[config.mk]
export PLATFORM = sky130hd
export DESIGN_NAME = range_route_classifier_flat
export DESIGN_NICKNAME = d
export VERILOG_FILES = /design/src/rtl/range_route_if.sv /design/src/rtl/range_route_classifier.sv /design/src/flat_wrapper.sv
export SDC_FILE = /design/constraint.sdc
export NUM_CORES = 1
export LEC_CHECK = 0
export ABC_AREA = 1
export CAP_MARGIN = 15
export CORE_MARGIN = 1
export CORE_UTILIZATION = 59
export DETAILED_ROUTE_END_ITERATION = 7
export PLACE_DENSITY = 0.9
export SYNTH_ARGS = -nofsm -noshare
export SYNTH_HDL_FRONTEND = slang
export SYNTH_SLANG_ARGS = --single-unit
[constraint.sdc]
create_clock -name clk -period 6.95 [get_ports clk]
set_input_delay 2.085 -clock clk [delete_from_list [all_inputs] [get_ports clk]]
set_output_delay 2.085 -clock clk [all_outputs]
set_load 0.005 [all_outputs]
[src/rtl/range_route_if.sv]
// range_route_if: valid/ready header bus into and out of the range classifier (modports master=producer/consumer side, slave=classifier)
interface range_route_if #(
  parameter int WIDTH = 8,
  parameter int NUM_PORTS = 4,
  localparam int PW = $clog2(NUM_PORTS)
);
  logic in_valid;
  logic [WIDTH-1:0] in_data;
  logic in_ready;
  logic out_valid;
  logic [WIDTH-1:0] out_data;
  logic [PW-1:0] out_port;
  logic out_ready;
  modport master (
    output in_valid, in_data, out_ready,
    input in_ready, out_valid, out_data, out_port
  );
  modport slave (
    input in_valid, in_data, out_ready,
    output in_ready, out_valid, out_data, out_port
  );
endinterface

[src/rtl/range_route_classifier.sv]
// range_route_classifier: bins header bytes into NUM_PORTS ports by programmable thresholds; ports: clk, rst_n, bus (in/out handshake), cfg_we/cfg_idx/cfg_data/cfg_err (threshold programming), cnt_clr/cnt_sel/cnt_data (per-port hit counters)
module range_route_classifier #(
  parameter int WIDTH = 8,
  parameter int NUM_PORTS = 4,
  parameter int CNT_W = 16,
  parameter bit STRICT = 1'b0,
  localparam int PW = $clog2(NUM_PORTS)
) (
  input logic clk,
  input logic rst_n,
  range_route_if.slave bus,
  input logic cfg_we,
  input logic [PW-1:0] cfg_idx,
  input logic [WIDTH-1:0] cfg_data,
  output logic cfg_err,
  input logic cnt_clr,
  input logic [PW-1:0] cnt_sel,
  output logic [CNT_W-1:0] cnt_data
);
  logic [WIDTH-1:0] th [1:NUM_PORTS-1];
  logic [CNT_W-1:0] cnt [NUM_PORTS];
  logic [PW-1:0] port_next;
  logic accept;
  logic err_next;
  function automatic logic [WIDTH-1:0] def_th(input int i);
    logic [WIDTH+4:0] t;
    t = (WIDTH+5)'(i) << WIDTH;
    return WIDTH'(t / (WIDTH+5)'(NUM_PORTS));
  endfunction
  assign bus.in_ready = !bus.out_valid || bus.out_ready;
  assign accept = bus.in_valid && bus.in_ready;
  // port is the number of thresholds passed, so non-monotonic tables still give a defined result
  always_comb begin
    port_next = '0;
    for (int i = 1; i < NUM_PORTS; i++)
      port_next = port_next + PW'(STRICT ? bus.in_data > th[i] : bus.in_data >= th[i]);
  end
  always_comb begin
    err_next = 1'b0;
    for (int i = 1; i < NUM_PORTS - 1; i++)
      err_next = err_next | (th[i+1] <= th[i]);
  end
  always_comb begin
    cnt_data = '0;
    for (int i = 0; i < NUM_PORTS; i++)
      cnt_data = (cnt_sel == PW'(i)) ? cnt[i] : cnt_data;
  end
  always_ff @(posedge clk or negedge rst_n) begin
    if (!rst_n) begin
      bus.out_valid <= 1'b0;
      bus.out_data <= '0;
      bus.out_port <= '0;
    end else if (accept) begin
      bus.out_valid <= 1'b1;
      bus.out_data <= bus.in_data;
      bus.out_port <= port_next;
    end else if (bus.out_ready) begin
      bus.out_valid <= 1'b0;
    end
  end
  always_ff @(posedge clk or negedge rst_n) begin
    if (!rst_n) begin
      for (int i = 1; i < NUM_PORTS; i++) th[i] <= def_th(i);
      cfg_err <= 1'b0;
    end else begin
      for (int i = 1; i < NUM_PORTS; i++)
        if (cfg_we && cfg_idx == PW'(i)) th[i] <= cfg_data;
      cfg_err <= err_next;
    end
  end
  // clear wins over a same-cycle hit; counters stick at all-ones
  always_ff @(posedge clk or negedge rst_n) begin
    if (!rst_n) begin
      for (int i = 0; i < NUM_PORTS; i++) cnt[i] <= '0;
    end else begin
      for (int i = 0; i < NUM_PORTS; i++)
        if (cnt_clr) cnt[i] <= '0;
        else if (accept && port_next == PW'(i) && cnt[i] != '1) cnt[i] <= cnt[i] + 1'b1;
    end
  end
endmodule
[src/flat_wrapper.sv]
// flat-port wrapper written by rule: the top's interface ports become plain ports
module range_route_classifier_flat 
#(
  parameter int WIDTH = 8,
  parameter int NUM_PORTS = 4,
  parameter int CNT_W = 16,
  parameter bit STRICT = 1'b0,
  localparam int PW = $clog2(NUM_PORTS)
)
  (clk, rst_n, cfg_we, cfg_idx, cfg_data, cfg_err, cnt_clr, cnt_sel, cnt_data, bus_in_valid, bus_in_data, bus_out_ready, bus_in_ready, bus_out_valid, bus_out_data, bus_out_port);
  range_route_if #(.WIDTH(WIDTH), .NUM_PORTS(NUM_PORTS)) bus_i ();
  input logic clk;
  input logic rst_n;
  input logic cfg_we;
  input logic [PW-1:0] cfg_idx;
  input logic [WIDTH-1:0] cfg_data;
  output logic cfg_err;
  input logic cnt_clr;
  input logic [PW-1:0] cnt_sel;
  output logic [CNT_W-1:0] cnt_data;
  input wire logic [$bits(bus_i.in_valid)-1:0] bus_in_valid;
  input wire logic [$bits(bus_i.in_data)-1:0] bus_in_data;
  input wire logic [$bits(bus_i.out_ready)-1:0] bus_out_ready;
  output wire logic [$bits(bus_i.in_ready)-1:0] bus_in_ready;
  output wire logic [$bits(bus_i.out_valid)-1:0] bus_out_valid;
  output wire logic [$bits(bus_i.out_data)-1:0] bus_out_data;
  output wire logic [$bits(bus_i.out_port)-1:0] bus_out_port;
  assign bus_i.in_valid = bus_in_valid;
  assign bus_i.in_data = bus_in_data;
  assign bus_i.out_ready = bus_out_ready;
  assign bus_in_ready = bus_i.in_ready;
  assign bus_out_valid = bus_i.out_valid;
  assign bus_out_data = bus_i.out_data;
  assign bus_out_port = bus_i.out_port;
  range_route_classifier #(.WIDTH(WIDTH), .NUM_PORTS(NUM_PORTS), .CNT_W(CNT_W), .STRICT(STRICT)) u_core (.clk(clk), .rst_n(rst_n), .bus(bus_i), .cfg_we(cfg_we), .cfg_idx(cfg_idx), .cfg_data(cfg_data), .cfg_err(cfg_err), .cnt_clr(cnt_clr), .cnt_sel(cnt_sel), .cnt_data(cnt_data));
endmodule
### Word-level counts from Yosys, hierarchy flattened

Index checks and enable logic that the tools add are counted.

* output and inout port bits: 29
* bits in registers: 100

* multiplexer cells: 14
* bitwise gates (word level): 1
* reductions and logical operators: 21
* $add $sub $neg: 6
* $lt $le $gt $ge: 5
* equal/unequal tests: 13

Operator list (count)
* $mux W16: 12
* $add A16 B1 Y16 const B: 4
* $ne A16 B16 Y1 const B: 4
* $ge A8 B8 Y1: 3
* $le A8 B8 Y1: 2
* $eq A2 B2 Y1 const B: 6
* $logic_and A1 B1 Y1: 12
* $reduce_bool A2 Y1: 5
* $eq A2 B1 Y1 const B: 3
* $logic_not A2 Y1: 2
* $add A1 B1 Y2: 1
* $add A2 B1 Y2: 1
* $mux W1: 2
* $logic_not A1 Y1: 1
* $logic_or A1 B1 Y1: 1
* $or A1 B1 Y1: 1

### Depth between registers and ports, before layout

* word-level depth: 8
* gate-level depth with buffers: 18
* depth with buffers taken out: 17

### Least setup slack after synthesis

Ideal clock, no wire load.

* kind: input port to output port
* from: in cnt_sel[0]
* to: out cnt_data[0]
* arrival: 2.862 ns
* stages: 5
* path buffers: 0
* slack: 2.003 ns
* data required time: 4.865 ns
* cells stage by stage: nor2_1 inv_1 o22ai_1 a21oi_1 o21ai_0

* cells in the longest elaborated chain, start to end: 5
* elaborated cells between the ends (all ways): 8
* classes of those cells: eq/ne: 3; mux: 4; reduce/logical: 1

RTL lines
* start: declaration: line flat_wrapper.sv:19 `input logic [PW-1:0] cnt_sel;`
* $logic_not A2 Y1: line range_route_classifier.sv:46 `cnt_data = (cnt_sel == PW'(i)) ? cnt[i] : cnt_data;`
* $mux W16 (3 in a row): line range_route_classifier.sv:46
* $mux W16 (*): line range_route_classifier.sv:46
* end: declaration: line flat_wrapper.sv:20 `output logic [CNT_W-1:0] cnt_data;`

Mark *: on every way between the ends. The rest lies on a longest branch, timed or not.

### Worst setup path after layout

* from: in cnt_sel[0]
* to: out cnt_data[8]

The elaborated chain is that of the path after synthesis.

==> impl_metrics.csv <==
group,metric,value,unit
route,ant_nets,0,
pwr,total_leakage_power,3.83,nW
worst_setup_path,worstSetupEndpointType,"output pin",
yosys,synth.top_cell.area_share,35.6,%
cells_and_area,finalNonFillerCells,1150,
yosys,synth_compound_area_share,7.48,%
die,dieArea,11900,um^2
die,floorplan.initialDensity,61.4,%
yosys,yosysMostFrequentCell,"nand2_1",
yosys,yosys_register_bits,100,
route,routed_wl,17800,um
timing,final-setup-viol-count,0,
yosys,seq_area_frac_synth,37.2,%
timing,worst_slew_pin_slew,0.893,ns
run,cap_violations,0,
yosys,synthMuxAreaShare,0,%
worst_setup_path,required,4.87,ns
clock_network,cts_sinks,100,
worst_setup_path,cp_slowest_stage_delay,0.56,ns
global_route,busiest_layer,"met2",
worst_setup_path,path_delay_family,"buffers and inverters",
yosys,synth.distinct_cells,29,
worst_setup_path,critPathBufInv,3,
timing,clock_skew,0.00761,ns
worst_hold_path,whs_path_depth,2,
timing,finalCritPeriodShare,86.8,%
die,num_io_pins,55,
clock_network,clockBufferDepth,2,
global_route,met3_usage,7.47,%
worst_setup_path,worst-path-stages,6,
route,via_per_inst,5.71,
route,drt_iter0_markers,487,
yosys,synth_top_cell_by_area,"dfrtp_1",
timing,setup_tns,0,ns
cells_and_area,fillerInstances,882,
yosys,netlist_instances,952,
timing,slew_headroom,40.5,%
worst_setup_path,path_class,"in -> out",
die,rows,38,
yosys,synth_enable_flop_cells,0,
worst_setup_path,path_max_fanout,9,
global_route,grt_pass1_wl,29500,um
pwr,power_density,209,nW/um^2
yosys,synthArstFlopShare,100,%
timing,drv_slew,0,
cells_and_area,fin_nets,1076,
clock_network,cts_made_buffers,9,
placement,gp_congestion,0.947,
worst_setup_path,path_cells,"clkdlybuf4s50_1 -> nand2_1 -> inv_1 -> nand2_1 -> o2111ai_1 -> clkdlybuf4s50_1",
yosys,synth_warnings,0,
yosys,synthFlopType,"dfrtp_1",
yosys,synth_xor_area_share,2.60,%
yosys,synthAdderAreaFrac,8.46,%
run_status,status,"finished clean",
worst_setup_path,cpMaxStageDelayCell,"clkdlybuf4s50_1",
worst_setup_path,critPathArrivalTime,3.95,ns
worst_setup_path,cp-start-kind,"input port",
global_route,grt.met2_usage,52.0,%
global_route,grt.met1_usage,40.2,%
pwr,peakVddDrop,0.218,mV
route,num_vias,6565,
placement,dp.cells,1134,
die,die_x,109,um
yosys,netlist_area,6740,um^2
clock_network,ctsHoldBuffers,0,
placement,dpl.hpwl,13200,um
die,die_h,109,um
clock_network,postCtsSetupRepairBufs,0,
clock_network,cts_tree,"built",
cells_and_area,drive_above_1_share,5.45,%
global_route,grt_pass1_vias,6205,
die,core,11000,um^2
clock_network,cts_resized,0,
route,wl_per_cell,15.5,um
timing,max_freq,166,MHz
cells_and_area,syn2layout_area_growth,14.9,%
yosys,syn-num-nets,1023,
global_route,grt_start_max_net_pins,70,
yosys,ys_top_cells_by_count,"nand2_1 (341), inv_1 (111), dfrtp_1 (96)",
yosys,yosys.area_share.simple,36.5,%
global_route,grt_usage,32.3,%
cells_and_area,diodes,0,
clock_network,clkTransAtPathRegs,0.07,ns
yosys,synth_top_family_by_area,"simple AND/OR/NAND/NOR gates",
placement,io_buffers,54,
route,drc,0,
clock_network,worstSkewPairLatency,0.37,ns
route,first_pass_iters,5,
yosys,synth.area.top_cells,"dfrtp_1 (36%), nand2_1 (19%), ha_1 (8.2%)",
timing,min_period,6.04,ns
timing,finalHoldViolCount,0,
clock_network,root_buffer,"clkbuf_16",
global_route,antenna_found_initial,0,
worst_hold_path,min_path_type,"reg -> reg",
worst_setup_path,reg2reg_depth,14,
timing,rsz0062_at_grt,"no",
clock_network,htreeDepth,3,
yosys,syn_area_per_cell,7.08,um^2
global_route,grt_overflow,0,
area by class of cell:
| cell class | count | area (um^2) | area share, % |
|---|---|---|---|
| Multi-Input combinational cell | 722 | 3710 | 47.9 |
| Sequential cell | 100 | 2510 | 32.4 |
| Inverter | 113 | 424 | 5.48 |
| Clock buffer | 10 | 239 | 3.09 |
| Clock inverter | 6 | 111 | 1.44 |
| Tap cell | 140 | 175 | 2.26 |
| Timing Repair Buffer | 59 | 576 | 7.43 |
worst reg2reg max path, cell delays in order, from the launching register on:
cell and delay (ns):
dfstp_2 0.57, inv_1 0.06, ha_1 0.28, inv_1 0.08
nor3_1 0.05, nor2_1 0.09, nand4_1 0.13, fa_1 0.52
inv_1 0.13, nand2_1 0.07, nor2_1 0.31, inv_1 0.15
nor3_1 0.59, nand2_1 0.11, nand2_1 0.10
final timing paths:
check | from | to | slack, ns
max in group asynchronous | rst_n | u_core.cnt[38] | 4.07
setup reg to reg | u_core.th[7] | u_core.cnt[34] | 3.65
setup / recovery | cnt_sel[0] | cnt_data[8] | 0.91
hold / removal | u_core.bus.out_data[4] | u_core.bus.out_data[4] | 0.50
min in group asynchronous | rst_n | u_core.bus.out_port[1] | 1.65
hold reg to reg | u_core.bus.out_data[4] | u_core.bus.out_data[4] | 0.50
routing by layer:
layer | part of all wire (%) | routed length (um)
met5 | 0 | 0
met4 | 4.9 | 880
met3 | 6.5 | 1160
met2 | 46 | 8270
met1 | 42 | 7490
per-stage QoR:
| stage | area, um^2 | power, mW | setup WS (ns) | utilization [%] | hold WS (ns) |
|---|---|---|---|---|---|
| finish | 7750 | 1.62 | 0.914 | 70.5 | 0.496 |
| global route | 7750 | 1.70 | 0.792 | 70.5 | 0.505 |
| CTS | 7750 | 1.62 | 0.966 | 70.5 | 0.491 |
| detailed placement | 7400 | 1.03 | 0.966 | 67.3 | 0.471 |
| global placement | 7400 | 1.01 | 0.974 | 67.3 | 0.463 |
| floorplan | 6740 | 0.896 | 2.00 | - | 0.453 |
cell families (layout without fill, tap and decap cells):
kind of cell,Yosys count,after routing
AND/OR/NAND/NOR,564,564
buffers and inverters,130,188
flip-flops,100,100
AO/OA/AOI/OAI,93,93
adder cells (fa/ha/maj),45,45
XOR/XNOR,20,20
registers in the layout, indices dropped and copies added, names as in the netlist:
register	flops
u_core.cnt	64
u_core.bus.out_port	2
u_core.th	24
u_core.bus.out_valid	1
u_core.bus.out_data	8
u_core.cfg_err	1
cells in the final DEF, fill, tap and decap left out, types with 19 or more instances in the layout:
cell             synthesis  layout
nor2_1                  78      78
nand4_1                 49      49
ha_1                    44      44
dfrtp_1                 96      96
xor2_1                  19      19
clkdlybuf4s50_1          0      53
a21oi_1                 26      26
nand2_1                341     341
nand3_1                 56      56
inv_1                  111     111
o21ai_0                 51      51
power by group:
part           internal [mW]  total (mW)  switching (mW)
clock                  0.362       0.596           0.235
sequential             0.627       0.663          0.0364
combinational          0.139       0.360           0.222
total                   1.13        1.62           0.493
Power figures use the tool's default switching activity.
